[src/rtl/noise_shaper.sv]
// First-order error-feedback requantizer: n-bit signed samples in, m-bit signed samples out.
// Latency 1 cycle; one-deep output register, in_ready = !out_valid || out_ready.
module noise_shaper #(
  parameter int n = 16,
  parameter int m = 8
) (
  input  logic         clk,
  input  logic         rst_n,
  input  logic [n-1:0] in_data,
  input  logic         in_valid,
  output logic         in_ready,
  input  logic         clr,
  output logic [m-1:0] out_data,
  output logic         out_valid,
  input  logic         out_ready,
  output logic         out_sat,
  output logic [n-1:0] err
);

  localparam int SH = n - m;
  localparam logic [n:0] RND = (n+1)'(2 ** (SH - 1));

  logic [m-1:0] out_data_q;
  logic         out_valid_q;
  logic         out_sat_q;
  logic [n-1:0] err_q, err_d;

  logic         accept;
  logic [n-1:0] fb;
  logic [n:0]   s;
  logic         s_ovf;
  logic [n-1:0] ss;
  logic [n:0]   rs;
  logic [m:0]   q;
  logic         q_ovf;
  logic [m-1:0] qs;
  logic [n:0]   e_wide;
  logic         unused_bits;

  assign in_ready = !out_valid_q || out_ready;
  assign accept   = in_valid && in_ready;

  always_comb begin
    fb    = clr ? '0 : err_q;
    s     = {in_data[n-1], in_data} + {fb[n-1], fb};
    s_ovf = s[n] ^ s[n-1];
    ss    = s_ovf ? {s[n], {(n-1){~s[n]}}} : s[n-1:0];
    // Rounding sum kept at n+1 bits so the carry out of the top is preserved.
    rs    = {ss[n-1], ss} + RND;
    q     = rs[n:SH];
    q_ovf = q[m] ^ q[m-1];
    qs    = q_ovf ? {q[m], {(m-1){~q[m]}}} : q[m-1:0];
    e_wide = {ss[n-1], ss} - {qs[m-1], qs, {SH{1'b0}}};
    if (accept) begin
      err_d = e_wide[n-1:0];
    end else if (clr) begin
      err_d = '0;
    end else begin
      err_d = err_q;
    end
  end

  assign unused_bits = ^{rs[SH-1:0], e_wide[n]};

  always_ff @(posedge clk or negedge rst_n) begin
    if (!rst_n) begin
      out_data_q  <= '0;
      out_valid_q <= 1'b0;
      out_sat_q   <= 1'b0;
      err_q       <= '0;
    end else begin
      if (accept) begin
        out_data_q  <= qs;
        out_sat_q   <= s_ovf || q_ovf;
        out_valid_q <= 1'b1;
      end else if (out_ready) begin
        out_valid_q <= 1'b0;
      end
      err_q <= err_d;
    end
  end

  assign out_data  = out_data_q;
  assign out_valid = out_valid_q;
  assign out_sat   = out_sat_q;
  assign err       = err_q;

endmodule

[config.mk]
export PLATFORM = sky130hd
export DESIGN_NAME = noise_shaper
export DESIGN_NICKNAME = d
export VERILOG_FILES = /design/src/rtl/noise_shaper.sv
export SDC_FILE = /design/constraint.sdc
export NUM_CORES = 1
export LEC_CHECK = 0
export ABC_AREA = 1
export BUFFER_PORTS_ARGS = -buffer_cell sky130_fd_sc_hd__clkbuf_2
export CAP_MARGIN = 15
export CORE_ASPECT_RATIO = 1.1
export CORE_MARGIN = 10
export CORE_UTILIZATION = 45
export CTS_CLUSTER_SIZE = 40
export DETAILED_ROUTE_END_ITERATION = 8
export PLACE_DENSITY_LB_ADDON = 0.1
export SYNTH_ARGS = -nofsm -noshare
export SYNTH_HDL_FRONTEND = slang
export SYNTH_SLANG_ARGS = --single-unit
[constraint.sdc]
create_clock -name clk -period 4.3 [get_ports clk]
set_input_delay 0.215 -clock clk [delete_from_list [all_inputs] [get_ports clk]]
set_output_delay 0.215 -clock clk [all_outputs]
set_load 0.05 [all_outputs]
==> results of run 1 <==
==> registers in the layout (all words and copies together) (netlist names) <==
signal and count:
err 16, out_valid 1, out_sat 1, out_data 8
==> final timing paths <==
path	start	endpoint
max	err[0]	err[15]
min	out_ready	out_valid
max reg2reg	err[0]	err[15]
min reg2reg	out_data[2]	out_data[2]
max in group asynchronous	rst_n	err[0]
min in group asynchronous	rst_n	out_valid
==> report_power, final <==
part | internal, mW | leakage [nW] | switching, mW
clock network | 0.125 | 0.0357 | 0.0956
registers | 0.343 | 0.321 | 0.0495
logic | 1.71 | 2.00 | 1.98
==> kinds of logic (layout without fill, tap and decap cells) <==
logic type,Yosys count,count (layout)
and+or+nand+nor,243,244
buffers and inverters,73,219
AOI/OAI and AO/OA,46,46
adders and majority gates,26,26
DFF,26,26
xor gates and xnor gates,15,15
==> tightest hold or removal path, delay by kind of cell <==
| family | cells | cell delay [ns] |
|---|---|---|
| AND/OR/NAND/NOR | 2 | 0.13 |
| buffers and inverters | 2 | 0.10 |
==> final cells by class <==
class                      count  area (µm²)
clock buffer                   3        41.3
clock inverter                 1        30.0
fill                         508        1880
inverter                      66         248
multi-input combinational    331        2210
sequential                    26         652
tap                           80         100
timing repair buffer         149        1040
==> layer usage <==
metal	track usage	vias to the layer above
met5	0	-
met4	0.0622	0
met2	0.307	61
li1	-	1630
met3	0.0188	16
met1	0.200	1477
==> cell usage in the layout, fill, tap and decap left out, types with 11 or more instances in the layout <==
cell,netlist,final
nand2_4,4,11
buf_4,0,97
nor2_1,38,32
inv_1,61,54
a21oi_1,21,15
clkbuf_2,0,47
nand2_1,134,120
nand3_1,17,16
ha_1,24,16
dfrtp_1,26,25
nand2_2,18,26
inv_2,4,11
==> through the flow <==
stage | utilization | cells | instance area (µm²) | power, mW
floorplan | - | 429 | 2930 | 2.15
global placement | 0.616 | 625 | 3820 | 3.18
detailed placement | 0.616 | 625 | 3820 | 3.22
CTS | 0.662 | 645 | 4100 | 3.77
global route | 0.697 | 656 | 4320 | 4.62
finish | 0.697 | 656 | 4320 | 4.30
==> repair_timing <==
item                       4_1_cts  5_1_grt
pin swaps                       24       28
hold buffers                     1        0
buffers inserted                14       15
setup endpoints to repair        5        6
hold endpoints to repair        26        0
gates cloned                     1        0
gates resized for setup         22       36
==> impl_metrics.csv, run 1 <==
group,metric,value,unit
layout,area_delta_synth_final,50.2,%
yosys,synthCells,429,
setup_path,critical_path_class,"flop to flop",
timing,final_max_slew_viol_count,0,
cts,htree_levels,1,
yosys,yosys.area_share.simple,0.408,
place,dpl_worst_slack,-0.266,ns
setup_path,reg2regPathDepth,36,
global_routing,antenna_found_initial,0,
layout,antennaDiodeCount,0,
layout,nets,624,
floorplanning,start_util,0.464,
cts,insertion_delay,0.29,ns
status,violations,"negative setup slack",
floorplanning,core,6190,µm²
place,gp_routability_congestion,0.954,
yosys,synth.most_common_cell,"nand2_1",
floorplanning,ioPinCount,48,
status,status,"finished with violations",
setup_path,critPathArrivalTime,4.55,ns
setup_path,path_buf_inv,6,
route,routedWlPerCell,13.5,µm
yosys,synth_ff_type,"dfrtp_1",
timing,tightest_slew,0.720,ns
cts,numCtsBuffers,3,
timing,hold_viol_final,0,
route,dr_wl_met2,4.57,mm
place,dp.final_hpwl,6.82,mm
timing,hold_ws,0.186,ns
route,drt_iter0_markers,94,
cts,cts_tree,"done",
layout,drive_above_1_share,0.446,
route,vias_per_cell,4.85,
pwr,leakage,2.36,nW
cts,path_clk_slew,0.11,ns
route,post-route-drc-count,0,
floorplanning,die_x,96.2,µm
setup_path,r2r_setup_slack,-0.07,ns
route,drt.antenna.violating_nets,0,
timing,finalClockSkew,0.00371,ns
setup_path,cp_common_cell,"nand2_2",
global_routing,grt_usage,0.172,
setup_path,cp-end-kind,"flop",
yosys,synth-xor-area-share,0.0457,
setup_path,crit_family,"simple AND/OR/NAND/NOR gates",
yosys,synthDistinctLibCells,38,
cts,cts_buffer_depth,2,
setup_path,startpoint_type,"flop",
pwr,powerDensity,995,nW/µm²
floorplanning,dieArea,9990,µm²
yosys,ys_async_sr_fraction,1.00,
timing,finalSetupViolCount,1,
route,routed_wl,8.84,mm
flow_run,drv_cap,0,
timing,setup_ws,-0.0700,ns
route,wl_met3,275,µm
global_routing,grt_max_degree,29,
route,num_vias,3184,
setup_path,cp_slowest_cell,"dfrtp_2",
timing,rsz0062_at_grt,"yes",
pwr,vdd_drop_max,994,µV
global_routing,grt_pass1_wl,14.0,mm
setup_path,max_stage_delay,0.38,ns
min_path,min_path_type,"primary input to flop",
global_routing,grt_overflow_total,0,
setup_path,crit_required,4.48,ns
yosys,synth_adder_area_share,0.118,
yosys,synth_top_family_by_area,"simple AND/OR/NAND/NOR gates",
yosys,synth.mux.area_fraction,0,
yosys,yosysTopAreaCellShare,0.226,
yosys,synth_compound_area_frac,0.101,
timing,period_share,1.02,
global_routing,grt_pass1_vias,3154,
floorplanning,rows,30,
yosys,syn-num-nets,476,
timing,max-slew-margin-rel,0.520,
setup_path,cp.depth,36,
yosys,synth_edf_count,0,
yosys,seq_area_frac_synth,0.226,
timing,min_period,4.37,ns
yosys,yosys-top-cells-area,"dfrtp_1, nand2_1, ha_1",
yosys,avgSynthCellArea,6.70,µm²
route,topRoutingLayerUsed,"met4",
yosys,synth_area,2880,µm²
route,first_pass_iters,4,
setup_path,crit_fanout,6,
min_path,hold_depth,4,
timing,max_freq,0.229,GHz
cts,clock_sinks,26,
place,port_buffers,47,
timing,fin_tns_setup,-0.0700,ns
yosys,ys_ff_latch,26,
route,wl_met1,3.75,mm
yosys,synth_common_cells,"nand2_1, inv_1, nor2_1",
yosys,yosysWarnings,0,
floorplanning,die_h,104,µm
cts,cts_root_buffer,"clkbuf_8",
yosys,yosys.area.top_type,"dfrtp_1",
(Power assumes the default switching activity.)
==> run 2: changes to the inputs <==
- CORE_UTILIZATION: 45 -> 52
==> run 2 against run 1 <==
Net effect:
- the flow still finishes with violations (negative setup slack)
- count of clock-buffer cells in the layout is the same
- critical path depth decreased by 2
- routed wire length increased by 39%
- cell area grew 3.4%
- die area down 11%
- via count increased by 15%
- largest cell class unchanged
- maximum frequency is 6.2% lower
- non-clock buffer count is 11 higher
==> impl_metrics.csv, run 2 (synthesis gave the netlist of run 1 again) <==
group,metric,value,unit
timing,period_share,1.08,
setup_path,max_stage_delay,0.40,ns
setup_path,startpoint_type,"flop",
setup_path,cp_common_cell,"nand2_2",
floorplanning,rows,28,
place,gp_routability_congestion,0.917,
route,routed_wl,12.3,mm
route,drt.antenna.violating_nets,0,
setup_path,critPathArrivalTime,4.77,ns
setup_path,cp_slowest_cell,"dfrtp_2",
setup_path,crit_required,4.41,ns
layout,final_cell_mix,"nand2_1, buf_4, inv_1",
timing,fin_tns_setup,-1.27,ns
global_routing,grt_pass1_wl,16.4,mm
cts,clock_sinks,26,
route,post-route-drc-count,0,
cts,cts_tree,"done",
floorplanning,start_util,0.536,
layout,area_delta_synth_final,55.2,%
global_routing,grt_usage,0.221,
layout,final_common_cell,"nand2_1",
cts,cts_root_buffer,"clkbuf_8",
global_routing,antenna_found_initial,0,
cts,numCtsBuffers,3,
layout,drive_above_1_share,0.472,
cts,htree_levels,1,
setup_path,cp-end-kind,"flop",
setup_path,crit_fanout,5,
layout,largest_reg_flops,16,
route,first_pass_iters,5,
layout,nets,635,
floorplanning,ioPinCount,48,
min_path,min_path_type,"primary input to flop",
timing,finalClockSkew,0.0275,ns
floorplanning,core,5360,µm²
status,violations,"negative setup slack",
layout,post-route-util,0.833,
timing,tightest_slew,0.969,ns
cts,path_clk_slew,0.13,ns
place,dp_cells,596,
place,port_buffers,47,
floorplanning,die_h,98.0,µm
route,drt_iter0_markers,202,
global_routing,grt_max_degree,29,
timing,final_max_slew_viol_count,0,
floorplanning,die_x,90.9,µm
timing,hold_ws,0.235,ns
cts,cts_buffer_depth,2,
layout,final_cells,662,
timing,setup_ws,-0.361,ns
cts,insertion_delay,0.30,ns
route,routedWlPerCell,18.6,µm
timing,hold_viol_final,0,
flow_run,drv_cap,0,
timing,max-slew-margin-rel,0.352,
setup_path,critical_path_class,"flop to flop",
place,dp.final_hpwl,6.53,mm
timing,rsz0062_at_grt,"yes",
timing,finalSetupViolCount,7,
layout,antennaDiodeCount,0,
global_routing,grt_pass1_vias,3611,
global_routing,grt_overflow_total,0,
floorplanning,dieArea,8910,µm²
timing,max_freq,0.215,GHz
timing,min_period,4.66,ns
route,num_vias,3674,
route,vias_per_cell,5.55,
status,status,"finished with violations",
-- run 2: area by class of cell --
cell class | count | area [µm²]
well taps | 75 | 93.8
repair buffers | 160 | 1110
clock inverters | 1 | 30.0
clock buffers | 3 | 41.3
fillers | 301 | 897
inverters | 66 | 253
multi-input cells | 331 | 2280
flip-flops and latches | 26 | 652
-- run 2: worst paths after layout --
check / end / depth (start not counted) / start / slack [ns]
setup / recovery: err[15] / 34 / err[0] / -0.36
hold / removal: out_valid / 4 / out_ready / 0.24
setup reg to reg: err[15] / 34 / err[0] / -0.36
hold reg to reg: out_data[5] / 2 / out_data[5] / 0.51
max in group asynchronous: err[0] / 2 / rst_n / 3.30
min in group asynchronous: out_data[1] / 2 / rst_n / 0.49
-- run 2: metrics by stage --
stage	area, µm²	worst slack [ns]
after floorplan	2930	0.00173
after global placement	3620	-0.173
after detailed placement	3620	-0.270
after CTS	4210	0.00654
after global routing	4460	-0.608
final	4460	-0.361
-- run 2: timing repair --
| item | in CTS | in global routing |
|---|---|---|
| pin swaps | 28 | 34 |
| endpoints found under the setup margin | 5 | 7 |
| setup buffers | 51 | 10 |
| hold endpoints to repair | 26 | 0 |
| hold buffers | 1 | 0 |
| cloned | 1 | 0 |
| resized for setup | 31 | 48 |
-- run 2: metal layers --
metal / vias up / share of wire / global-route usage
met3: 91 / 0.071 / 0.0421
met5: - / 0 / 0
li1: 1654 / - / -
met4: 0 / 0.070 / 0.119
met1: 1697 / 0.35 / 0.230
met2: 232 / 0.50 / 0.408
-- run 2: worst max-delay path, delay by kind of cell (launching register included) --
| family | cells | cell delay [ns] |
|---|---|---|
| simple gates | 18 | 1.69 |
| compound gates | 6 | 0.88 |
| flops | 1 | 0.40 |
| xor+xnor | 1 | 0.19 |
| fa+ha+maj | 3 | 0.76 |
| buf+inv | 6 | 0.55 |
Power of run 2 is not shown: default switching activity piles up to over one toggle a cycle in this logic, so the estimate is an artifact.
==> run 3: changes to the inputs <==
- CORE_UTILIZATION: 52 -> 53
- CTS_BUF_LIST: not set -> sky130_fd_sc_hd__clkbuf_4
==> run 3 against run 2 <==
Net effect:
- the flow still finishes with violations (negative setup slack)
- cell count decreased by 5.0%
- flip-flop and latch count unchanged
- hold slack got worse by 0.10 ns
- global-route usage decreased by 3.2 points
- critical path depth increased by 2
- first-iteration DRC count decreased by 22%
- worst setup slack improved by 0.26 ns
- cell area decreased by 5.4%
- critical path type unchanged
- largest cell class unchanged
==> impl_metrics.csv, run 3 (synthesis gave the netlist of run 1 again) <==
group,metric,value,unit
global_routing,grt_pass1_wl,14.2,mm
setup_path,r2r_setup_slack,-0.1,ns
route,vias_per_cell,5.07,
setup_path,critPathArrivalTime,4.63,ns
cts,path_clk_slew,0.17,ns
global_routing,grt_overflow_total,0,
timing,rsz0062_at_grt,"yes",
layout,antennaDiodeCount,0,
route,drt_iter0_markers,158,
cts,insertion_delay,0.35,ns
status,status,"finished with violations",
layout,nets,602,
flow_run,drv_cap,0,
global_routing,grt_max_degree,27,
cts,numCtsBuffers,3,
layout,largest_reg_flops,16,
setup_path,crit_fanout,5,
cts,cts_root_buffer,"clkbuf_4",
setup_path,startpoint_type,"flop",
place,gp_routability_congestion,0.932,
setup_path,cp-end-kind,"flop",
setup_path,crit_required,4.53,ns
setup_path,max_stage_delay,0.40,ns
floorplanning,start_util,0.540,
place,dpl_worst_slack,-0.258,ns
timing,min_period,4.40,ns
floorplanning,die_h,97.3,µm
layout,drive_above_1_share,0.439,
layout,n_fill_cell,375,
route,routedWlPerCell,14.6,µm
timing,setup_ws,-0.0999,ns
floorplanning,ioPinCount,48,
cts,cts_buffer_depth,2,
route,routed_wl,9.20,mm
timing,final_max_slew_viol_count,0,
floorplanning,die_x,90.2,µm
route,post-route-drc-count,0,
timing,period_share,1.02,
timing,max-slew-margin-rel,0.536,
timing,finalSetupViolCount,3,
layout,final_cell_mix,"nand2_1, buf_4, inv_1",
timing,hold_viol_final,0,
timing,tightest_slew,0.696,ns
setup_path,cp_slowest_cell,"dfrtp_2",
cts,cts_tree,"done",
place,port_buffers,47,
floorplanning,rows,28,
route,drt.antenna.violating_nets,0,
global_routing,grt_pass1_vias,3214,
cts,clock_sinks,26,
global_routing,grt_usage,0.189,
setup_path,critical_path_class,"flop to flop",
status,violations,"negative setup slack",
setup_path,cp_common_cell,"nand2_4",
cts,htree_levels,1,
layout,area_delta_synth_final,46.8,%
place,dp.final_hpwl,6.46,mm
timing,max_freq,0.227,GHz
min_path,min_path_type,"primary input to flop",
global_routing,antenna_found_initial,0,
timing,finalClockSkew,0.0104,ns
layout,final_common_cell,"nand2_1",
floorplanning,core,5330,µm²
floorplanning,dieArea,8770,µm²
timing,hold_ws,0.134,ns
route,num_vias,3190,
route,first_pass_iters,6,
## run 3: cell types whose count changed in the layout (fill, tap and decap cells not counted), sizes merged
cell,delta
buf,-33
## run 3: path summary, 6_finish.rpt
path | from | end | cells after the start
max | err[0] | err[15] | 36
min | out_ready | out_valid | 4
max reg2reg | err[0] | err[15] | 36
min reg2reg | out_data[3] | out_data[3] | 2
max in group asynchronous | rst_n | err[0] | 2
min in group asynchronous | rst_n | out_sat | 2
## run 3: layout make-up
type	count	area, µm²	area share
flip-flops and latches	26	652	0.154
repair buffers	127	871	0.206
clock inverters	1	30.0	0.00712
well taps	75	93.8	0.0222
multi-input cells	331	2300	0.545
clock buffers	3	22.5	0.00534
inverters	66	250	0.0593
## run 3: what timing repair did
item                       CTS  global route
cloned                       1             0
gates resized for setup     31            47
pin swaps                   25            43
hold endpoints to repair    26             0
setup buffers               14            10
hold buffers                 1             0
setup endpoints to repair    4             6
## run 3: critical path: cells and delay by family, from the launching register on
family                   cells  cell delay [ns]
flip-flops                   1             0.40
buffers and inverters        4             0.25
XOR/XNOR                     1             0.16
AND/OR/NAND/NOR             23             2.05
adder cells (fa/ha/maj)      3             0.70
AO/OA/AOI/OAI                5             0.72
## run 3: routing by layer
metal | up-vias | track usage | wire (µm)
li1 | 1593 | - | -
met1 | 1505 | 0.220 | 3770
met2 | 75 | 0.353 | 4860
met3 | 17 | 0.0240 | 378
met4 | 0 | 0.0466 | 178
met5 | - | 0 | 0
## run 3: stage by stage
stage / instances / setup TNS, ns / utilization / instance area [µm²]
final: 629 / -0.155 / 0.793 / 4220
after global routing: 629 / -0.957 / 0.793 / 4220
after CTS: 622 / 0 / 0.744 / 3960
after detailed placement: 602 / -0.547 / 0.690 / 3680
after global placement: 602 / -0.125 / 0.690 / 3680
after floorplan: 429 / 0 / - / 2930
Power of run 3 is left out for the same reason.
